==> src/rtl/prog_loader.sv <==
// Program loader: streams an instruction image then a data image into the memories, then runs the CPU.
// Optional watchdog on the RUN state is enabled by defining PROG_LOADER_TIMEOUT_EN.
module prog_loader #(
  parameter int IMEM_DEPTH     = 512,
  parameter int DMEM_DEPTH     = 1024,
  parameter int ADDR_STEP      = 4,
  parameter int TIMEOUT_CYCLES = 65535
) (
  input  logic        clk,
  input  logic        arst,
  input  logic        start,
  input  logic        s_valid,
  input  logic [31:0] s_data,
  output logic        s_ready,
  input  logic        halt,
  output logic [31:0] imem_addr_ext,
  output logic [31:0] imem_wdata_ext,
  output logic        imem_wen_ext,
  output logic        imem_ren_ext,
  output logic [31:0] dmem_addr_ext,
  output logic [31:0] dmem_wdata_ext,
  output logic        dmem_wen_ext,
  output logic        dmem_ren_ext,
  output logic        cpu_enable,
  output logic        busy,
  output logic        done,
  output logic        error
);

  typedef enum logic [2:0] {IDLE, I_HDR, I_LOAD, D_HDR, D_LOAD, RUN, DONE, ERR} state_t;

  state_t      state, next_state;
  logic [10:0] cnt, tgt;
  logic        xfer, last_word, timeout_hit;

  assign s_ready      = (state == I_HDR) || (state == I_LOAD) || (state == D_HDR) || (state == D_LOAD);
  assign busy         = s_ready || (state == RUN);
  assign done         = (state == DONE);
  assign error        = (state == ERR);
  assign imem_ren_ext = 1'b0;
  assign dmem_ren_ext = 1'b0;
  assign xfer         = s_valid && s_ready;
  assign last_word    = (cnt == tgt - 11'd1);

`ifdef PROG_LOADER_TIMEOUT_EN
  logic [31:0] run_cnt;

  always_ff @(posedge clk or posedge arst) begin
    if (arst)               run_cnt <= '0;
    else if (state != RUN)  run_cnt <= '0;
    else                    run_cnt <= run_cnt + 32'd1;
  end

  assign timeout_hit = (state == RUN) && (run_cnt == 32'(TIMEOUT_CYCLES - 1));
`else
  assign timeout_hit = 1'b0;
`endif

  always_ff @(posedge clk or posedge arst) begin
    if (arst) state <= IDLE;
    else      state <= next_state;
  end

  always_comb begin
    next_state = state;
    case (state)
      IDLE:    if (start) next_state = I_HDR;
      I_HDR:
        if (xfer) begin
          if (s_data > 32'(IMEM_DEPTH)) next_state = ERR;
          else if (s_data == 32'd0)     next_state = D_HDR;
          else                          next_state = I_LOAD;
        end
      I_LOAD:  if (xfer && last_word) next_state = D_HDR;
      D_HDR:
        if (xfer) begin
          if (s_data > 32'(DMEM_DEPTH)) next_state = ERR;
          else if (s_data == 32'd0)     next_state = RUN;
          else                          next_state = D_LOAD;
        end
      D_LOAD:  if (xfer && last_word) next_state = RUN;
      // halt wins over a simultaneous watchdog expiry
      RUN:
        if (halt)             next_state = DONE;
        else if (timeout_hit) next_state = ERR;
      DONE:    if (start) next_state = I_HDR;
      default: next_state = state;
    endcase
  end

  // Registered write port: strobe, address and data appear the cycle after the accepting edge.
  // cpu_enable lags RUN entry by one cycle so it never overlaps the final data write.
  always_ff @(posedge clk or posedge arst) begin
    if (arst) begin
      cnt            <= '0;
      tgt            <= '0;
      imem_wen_ext   <= 1'b0;
      imem_addr_ext  <= '0;
      imem_wdata_ext <= '0;
      dmem_wen_ext   <= 1'b0;
      dmem_addr_ext  <= '0;
      dmem_wdata_ext <= '0;
      cpu_enable     <= 1'b0;
    end else begin
      imem_wen_ext <= 1'b0;
      dmem_wen_ext <= 1'b0;
      cpu_enable   <= (state == RUN) && (next_state == RUN);
      case (state)
        I_HDR, D_HDR:
          if (xfer) begin
            tgt <= s_data[10:0];
            cnt <= '0;
          end
        I_LOAD:
          if (xfer) begin
            imem_wen_ext   <= 1'b1;
            imem_addr_ext  <= 32'(cnt) * 32'(ADDR_STEP);
            imem_wdata_ext <= s_data;
            cnt            <= last_word ? 11'd0 : cnt + 11'd1;
          end
        D_LOAD:
          if (xfer) begin
            dmem_wen_ext   <= 1'b1;
            dmem_addr_ext  <= 32'(cnt) * 32'(ADDR_STEP);
            dmem_wdata_ext <= s_data;
            cnt            <= last_word ? 11'd0 : cnt + 11'd1;
          end
        default: ;
      endcase
    end
  end

endmodule

==> config.mk <==
export PLATFORM = sky130hd
export DESIGN_NAME = prog_loader
export DESIGN_NICKNAME = d
export VERILOG_FILES = /design/src/rtl/prog_loader.sv
export SDC_FILE = /design/constraint.sdc
export NUM_CORES = 1
export LEC_CHECK = 0
export BUFFER_PORTS_ARGS = -buffer_cell sky130_fd_sc_hd__buf_2
export CAP_MARGIN = 20
export CORE_AREA = 2 2 129 118
export DETAILED_ROUTE_END_ITERATION = 10
export DIE_AREA = 0 0 131 120
export PLACE_DENSITY = 0.73
export SLEW_MARGIN = 0
export SYNTH_ARGS = -nofsm -noshare
export SYNTH_HDL_FRONTEND = slang
export SYNTH_SLANG_ARGS = --single-unit
==> constraint.sdc <==
create_clock -name clk -period 3.8 [get_ports clk]
set_input_delay 0 -clock clk [delete_from_list [all_inputs] [get_ports clk]]
set_output_delay 0 -clock clk [all_outputs]
set_load 0.01 [all_outputs]
== Word level (Yosys, flattened, before mapping) ==
Cells that the tools add are included.
W data, S select, Z words.

* Add/sub/neg operators: 2
* Magnitude comparators: 2
* Equal/unequal tests: 11
* Multiplexer cells: 18
* Reduce and logical (&&, ||, !) cells: 17

{| class="wikitable"
|+ Operator list
! operator !! count
|-
| $mux W11 || 3
|-
| $gt A32 B10 Y1 const B || 1
|-
| $gt A32 B11 Y1 const B || 1
|-
| $logic_not A32 Y1 || 1
|-
| $pmux W11 S2 || 1
|-
| $mux W3 || 7
|-
| $pmux W3 S6 || 1
|-
| $eq A3 B3 Y1 const B || 5
|-
| $add A11 B1 Y11 const B || 1
|-
| $eq A11 B11 Y1 || 1
|-
| $sub A11 B1 Y11 const B || 1
|-
| $eq A3 B2 Y1 const B || 2
|-
| $reduce_and A2 Y1 || 3
|-
| $reduce_or A2 Y1 || 3
|-
| $mux W1 || 5
|-
| $logic_or A1 B1 Y1 || 4
|-
| $eq A3 B1 Y1 const B || 1
|-
| $logic_and A1 B1 Y1 || 3
|-
| $logic_not A3 Y1 || 1
|-
| $reduce_and A3 Y1 || 1
|-
| $mux W2 || 1
|-
| $ne A2 B1 Y1 const B || 1
|-
| $ne A2 B2 Y1 const B || 1
|-
| $reduce_bool A2 Y1 || 1
|}

* Flip-flop bits (word level): 114
* Bits of input ports: 37
* Word-level logic and storage cells: 60

== Logic depth before layout (Yosys ltp) ==
Gate-level depths: netlist of the first run.

* Depth in word-level cells: 10
* Gate-level depth with buffers: 9
* Mapped depth without buffers: 9

== Worst setup path before layout of the first run ==
No wires, ideal clock.

* Path kind: flip-flop to flip-flop
* Start: register tgt[0]
* End: register cnt[2]
* Library setup time: 140 ps
* Arrival time: 2311 ps
* Required time: 3660 ps
* Path slack: 1349 ps
* Cell stages (with the launch flop): 10
* Buffers on the path: 0
* Period minus slack after synthesis: 2451 ps
* Cell sequence: dfrtp_1 inv_1 ha_1 nor4b_1 xnor2_1 nand4_1 a211oi_1 o211ai_4 nor2_1 o221ai_1

* Cells in the longest elaborated chain, start to end: 5

{| class="wikitable"
|+ RTL lines
! what !! RTL line !! source
|-
| start, declared || 33 || <nowiki>logic [10:0] cnt, tgt;</nowiki>
|-
| start signal, assigned || 111 || <nowiki>tgt <= s_data[10:0];</nowiki>
|-
| $sub A11 B1 Y11 || 43 || <nowiki>assign last_word = (cnt == tgt - 11'd1);</nowiki>
|-
| $eq A11 B11 Y1 || 43 ||
|-
| $mux W11 || 119, 126 ||
|-
| $mux W11 || 115, 122 ||
|-
| $pmux W11 S2 || 108 || <nowiki>case (state)</nowiki>
|-
| end signal, assigned || 119 || <nowiki>cnt <= last_word ? 11'd0 : cnt + 11'd1;</nowiki>
|-
| end signal, assigned || 126 || <nowiki>cnt <= last_word ? 11'd0 : cnt + 11'd1;</nowiki>
|-
| end, declared || 33 ||
|}

No other way between the ends. The select of a mux whose other input is x is not followed.
A chain may end at the register's enable or synchronous reset.

== Worst setup path in the final report of the first run ==
Ends and elaborated chain as after synthesis.

==> results.tsv, run 1 <==
metric	value	unit
status	finished clean	
Worst Max-Slew Pin Slew	0.738	ns
drt first-iter violations	301	
post-layout util	0.496	
Final Wtd Congestion	0.831	
WL per Instance	15.9	um
Post-Syn Instances	461	
Final Skew	0.00957	ns
Num CTS Buffers	17	
Fin. Hold Viols	0	
ys flop type	dfrtp_1	
R2R depth	9	
Yosys reg bits	114	
RSZ-0062 raised after global routing	false	
Clk pin slew, worst setup/hold paths	0.05	ns
min Tclk post-route	2.92	ns
commonest non-fill, non-tap cells in the layout	buf_2 (129), dfrtp_1 (114), mux2_2 (97)	
Synth Warn #	0	
fin crit share	0.767	
Fillers	1260	
critical path peak fanout	7	
Placed Area	0.00617	sq mm
syn avg cell area	12.2	sq um
# resized after CTS	0	
first-pass GRT wire length	21.5	mm
total core area	0.0145	sq mm
Worst EP required	4.05	ns
FMAX	343	MHz
H-tree depth	4	
IO buf count	129	
# IOs	174	
CTS Hold Buffers Added	36	
share of cells above drive strength 1	0.436	
Final Max Slew Viols	0	
Setup violations, final	0	
Reg-to-Reg End	cnt[2]$_DFFE_PP0P_	
TritonRoute pass-1 iters	6	
commonest non-fill, non-tap cell in the layout	buf_2	
VDD IR max	0.601	mV
placed cell count	761	
Post-Layout Cell Count	831	
register-to-register path setup slack	0.88	ns
Vias/cell	5.01	
critical path class	reg2reg	
Hold WS	0.164	ns
Layout Nets	659	
P&R area growth vs syn	27.3	%
Unique masters post-synth	60	
Fin Setup TNS	0	ns
GRT overflow	0	
CTS tree	yes	
busiest grt layer	met2	
clock buffer depth	2	
clk root buf	clkbuf_16	
GRT met3 Usage	0.0669	
Final Instance Area	0.00716	sq mm
die height	120	um
Synth async-reset ratio	1.00	
Post-CTS Setup Inserts	0	
pwr dens	837	mW/mm^2
Arr. time, crit path	3.17	ns
startpoint types	flop	
Final HPWL DP	8.89	mm
leakage	0.00330	uW
Clk Latency, worst-skew pair	0.41	ns
DRC	0	
Seq/Total Area, Yosys	0.507	
hold crit path type	in2async	
cell area after synthesis	0.00563	sq mm
vias after detailed routing	4162	
gr usage total	0.177	
CTS Sinks	114	
die width	131	um
crit end category	flop	
relative slew slack	0.506	
largest net degree at the start of global routing	91	
worst r2r src	tgt[0]$_DFFE_PP0P_	
GR Util met2	0.269	
die area	0.0157	sq mm
met1 usage	0.227	
Initial Utilization	0.389	
Post-synth EDFFs	0	
initial antenna violation count	0	
Max Cap Viol	0	
row cnt	42	
vias in the first global route	4216	
Ant. Diodes	0	
DRT Wirelength	13.2	mm
DRT antenna net count	0	
==> area by class of cell <==
cell class	instances	area (sq um)	share of cell area
Sequential cell	114	2850	0.398
Multi-Input combinational cell	311	2380	0.332
Timing Repair Buffer	169	1070	0.149
Clock buffer	25	515	0.0720
Tap cell	198	248	0.0346
Clock inverter	7	72.6	0.0101
Inverter	7	28.8	0.00402
==> worst max path at each step <==
stage                             startpoint                  to  slack [ns]  cells past startpoint
after CTS                 tgt[0]$_DFFE_PP0P_  cnt[2]$_DFFE_PP0P_        0.92                      9
after detailed placement  tgt[0]$_DFFE_PP0P_  cnt[8]$_DFFE_PP0P_         1.0                      9
after global placement    tgt[0]$_DFFE_PP0P_  cnt[8]$_DFFE_PP0P_        1.10                      9
after global routing      tgt[0]$_DFFE_PP0P_  cnt[2]$_DFFE_PP0P_        0.56                      9
final                     tgt[0]$_DFFE_PP0P_  cnt[2]$_DFFE_PP0P_        0.88                      9
after floorplan                         arst  cnt[0]$_DFFE_PP0P_        0.78                      1
==> Yosys cell counts (3+ instances only) <==
cell,n,area [sq um]
dfrtp_1,114,2850
mux2_2,97,1090
buf_4,46,345
nand2_1,28,105
nor2_1,15,56.3
o21ai_0,11,55.1
clkbuf_1,10,37.5
nor3_1,9,45.0
nand3_1,8,40.0
xnor2_1,8,70.1
a21oi_1,7,35.0
buf_1,7,26.3
inv_1,7,26.3
nor4_1,6,37.5
xor2_1,6,52.6
and3_1,5,31.3
o211ai_1,5,37.5
or4_1,5,37.5
a31oi_1,3,18.8
nand3b_1,3,22.5
nand4_1,3,18.8
or2_2,3,18.8
or3_1,3,18.8
==> cell families (layout without fill, tap and decap cells) <==
family / after synthesis / in the layout / share of synthesized area
muxes: 98 / 98 / 0.196
buffers and inverters: 79 / 208 / 0.102
DFF: 114 / 114 / 0.507
other: 1 / 44 / 0.000667
and+or+nand+nor: 101 / 101 / 0.0961
adders and majority gates: 2 / 2 / 0.00445
AOI/OAI and AO/OA: 52 / 52 / 0.0721
xor gates and xnor gates: 14 / 14 / 0.0218
==> where the power goes <==
part	internal, uW	total (uW)	leakage, uW	switching, uW
Clock	1000	1540	0.000274	537
Combinational	1090	2200	0.00161	1110
Sequential	1760	2250	0.00141	495
==> flip-flops by register name, summed over array words and instances (netlist names) <==
| signal | flops |
|---|---|
| imem_wdata_ext | 32 |
| imem_wen_ext | 1 |
| imem_addr_ext | 11 |
| dmem_wdata_ext | 32 |
| dmem_wen_ext | 1 |
| state | 3 |
| cpu_enable | 1 |
| cnt | 11 |
| tgt | 11 |
| dmem_addr_ext | 11 |
==> worst max-delay path: stages (launching register included) <==
cell	delay [ns]
dfrtp_1	0.43
inv_1	0.08
ha_1	0.27
nor4b_1	0.56
xnor2_1	0.18
nand4_1	0.10
a211oi_1	0.45
o211ai_4	0.17
nor2_1	0.32
o221ai_1	0.20
==> stage by stage <==
| step | setup slack, ns | total power (uW) |
|---|---|---|
| 6_report | 0.884 | 6000 |
| 5_1_grt | 0.561 | 6370 |
| 4_1_cts | 0.924 | 6020 |
| 3_5_place_dp | 0.999 | 4410 |
| 3_3_place_gp | 1.10 | 4310 |
| 2_1_floorplan | 0.784 | 3730 |
==> layer usage <==
layer	routed length (um)	up-vias	part of all wire
li1	-	1885	-
met1	5490	2016	0.42
met2	6090	228	0.46
met3	1270	33	0.096
met4	352	0	0.027
met5	0	-	0
Note: power is estimated with default switching activity, not from simulation.
==> inputs of run 2 (changes only) <==
- clock period: 3.8 -> 2.85 ns (I/O delays scaled with it)
==> run 2 against run 1 <==
Die area stayed put. Design area is 0.65% higher. Count of clock-buffer cells in the layout fell by 2. Critical path depth did not move. Largest power group is now combinational logic. Sequential share of layout area decreased by 0.26 points. Critical path type unchanged. Worst hold slack improved by 0.16 ns.
==> results.tsv, run 2 (synthesized netlist as in run 1, its figures left out) <==
metric	value	unit	change
share of cells above drive strength 1	0.444		was 0.436
die width	131	um	unchanged
GRT overflow	0		unchanged
Final HPWL DP	9.17	mm	was 8.89 mm
H-tree depth	4		unchanged
CP max stage cell	or4b_4		was nor4b_1
row cnt	42		unchanged
fin crit share	0.921		was 0.767
critical path class	reg2reg		unchanged
Vias/cell	4.93		was 5.01
combinational share of power	0.385		was 0.368
Buf/Inv on CP	2		was 1
startpoint types	flop		unchanged
DRC	0		unchanged
Clk pin slew, worst setup/hold paths	0.05	ns	about the same
Fin. Hold Viols	0		unchanged
RSZ-0062 raised after global routing	false		unchanged
Final Wtd Congestion	0.898		was 0.831
die area	0.0157	sq mm	unchanged
commonest non-fill, non-tap cells in the layout	buf_2 (129), dfrtp_1 (114), mux2_2 (97)		unchanged
drt first-iter violations	217		was 301
Max Cap Viol	0		unchanged
VDD IR max	0.638	mV	was 0.601 mV
Num CTS Buffers	17		unchanged
DRT Wirelength	13.5	mm	was 13.2 mm
FMAX	381	MHz	was 343 MHz
Worst EP required	3.15	ns	was 4.05 ns
WL per Instance	16.1	um	was 15.9 um
critical path peak fanout	7		unchanged
P&R area growth vs syn	28.2	%	was 27.3%
hold crit path type	in2async		unchanged
first-pass GRT wire length	21.8	mm	was 21.5 mm
CP top delay family	compound AO/OA/AOI/OAI gates		was simple AND/OR/NAND/NOR gates
Ant. Diodes	0		unchanged
Final Max Slew Viols	0		unchanged
crit end category	flop		unchanged
Layout Nets	670		was 659
initial antenna violation count	0		unchanged
status	finished clean		unchanged
Clk Latency, worst-skew pair	0.41	ns	about the same
IO buf count	129		unchanged
clk root buf	clkbuf_16		unchanged
placed cell count	771		was 761
total core area	0.0145	sq mm	unchanged
Sw Ratio	0.357		about the same
die height	120	um	unchanged
Cell Chain, Critical Path	inv_1 -> ha_1 -> or4b_4 -> o21ai_0 -> a21oi_1 -> a311oi_4 -> buf_4 -> o21ai_2 -> o311ai_1		was inv_1 -> ha_1 -> nor4b_1 -> xnor2_1 -> nand4_1 -> a211oi_1 -> o211ai_4 -> nor2_1 -> o221ai_1
min Tclk post-route	2.62	ns	was 2.92 ns
Initial Utilization	0.389		unchanged
CP peak stage delay	0.53	ns	was 0.56 ns
gr usage total	0.180		was 0.177
met3 WL	1.10	mm	was 1.27 mm
Arr. time, crit path	2.92	ns	was 3.17 ns
biggest regs	dmem_wdata_ext (32), imem_wdata_ext (32)		unchanged
TritonRoute pass-1 iters	5		was 6
DRT antenna net count	0		unchanged
vias after detailed routing	4135		was 4162
CTS tree	yes		unchanged
commonest non-fill, non-tap cell in the layout	buf_2		unchanged
pwr dens	1110	mW/mm^2	was 837 mW/mm^2
DR top layer	met4		unchanged
# IOs	174		unchanged
Fin Setup TNS	0	ns	unchanged
P_int	5160	uW	was 3850 uW
register share of total power	0.371		was 0.376
leakage	0.00334	uW	was 0.00330 uW
Worst Max-Slew Pin Slew	0.889	ns	was 0.738 ns
Final Skew	0.00965	ns	was 0.00957 ns
net switching power	2870	uW	was 2140 uW
Hold WS	0.320	ns	was 0.164 ns
met1 wire length	5.57	mm	was 5.49 mm
clock share of power	0.243		was 0.257
largest net degree at the start of global routing	41		was 91
Post-Layout Cell Count	838		was 831
relative slew slack	0.406		was 0.506
CTS Sinks	114		unchanged
clock buffer depth	2		unchanged
vias in the first global route	4347		was 4216
Setup violations, final	0		unchanged
met2 WL	6.65	mm	was 6.09 mm
[run 2: cell count changes in the layout (fill, tap and decap cells not counted), sizes merged]
cell      delta
buf         +11
clkinvlp     -2
inv          -1
clkinv       +1
clkbuf       -2
[run 2: metrics by stage]
step / total power (uW) / instance area [sq um] / util / worst slack (ns)
floorplan: 4980 / 5790 / - / 0.399
global placement: 5850 / 6280 / 0.435 / 0.328
detailed placement: 5950 / 6280 / 0.435 / 0.208
CTS: 7990 / 7180 / 0.497 / 0.176
global route: 8520 / 7210 / 0.499 / 0.0659
finish: 8030 / 7210 / 0.499 / 0.227
[run 2: final timing paths]
check | from | endpoint | slack (ns) | cells after the start
max | tgt[0]$_DFFE_PP0P_ | cnt[4]$_DFFE_PP0P_ | 0.23 | 9
max in group asynchronous | arst | dmem_wdata_ext[14]$_DFFE_PP0P_ | 1.86 | 4
min in group clk | halt | cpu_enable$_DFF_PP0_ | 0.32 | 3
min reg2reg | imem_addr_ext[2]$_DFFE_PP0P_ | imem_addr_ext[2]$_DFFE_PP0P_ | 0.50 | 1
max reg2reg | tgt[0]$_DFFE_PP0P_ | cnt[4]$_DFFE_PP0P_ | 0.23 | 9
min | arst | dmem_wdata_ext[3]$_DFFE_PP0P_ | 0.32 | 3
[run 2: final cells by class]
| type | count | area [sq um] |
|---|---|---|
| tap | 198 | 248 |
| sequential | 114 | 2850 |
| multi-input combinational | 311 | 2380 |
| fill | 1248 | 7240 |
| clock inverter | 5 | 55.1 |
| timing repair buffer | 180 | 1160 |
| inverter | 7 | 30.0 |
| clock buffer | 23 | 488 |
[run 2: worst reg2reg max path: cells and delay by family (launching register included)]
family,cells,cell delay (ns)
and+or+nand+nor,1,0.53
DFF,1,0.43
AOI/OAI and AO/OA,5,0.98
buffers and inverters,2,0.30
adders and majority gates,1,0.28
[run 2: metal layers]
metal / GRT usage / vias to the layer above
met1: 0.225 / 2038
met5: 0 / -
met2: 0.287 / 174
met4: 0.0678 / 0
met3: 0.0642 / 18
li1: - / 1905
[run 2: timing repair]
action | in CTS | in global routing
resized for setup | 0 | 1
buffers inserted | 0 | 3
endpoints found under the setup margin | 0 | 6
hold buffers | 36 | 0
hold endpoints to repair | 116 | 0
[run 2: power groups by stage]
stage               registers [uW]  logic [uW]  clock network, uW
floorplan                     3020        1960                  0
global placement              2940        2900                  0
detailed placement            2980        2970                  0
CTS                           2970        3030               1990
global route                  3100        3360               2060
finish                        2980        3090               1950
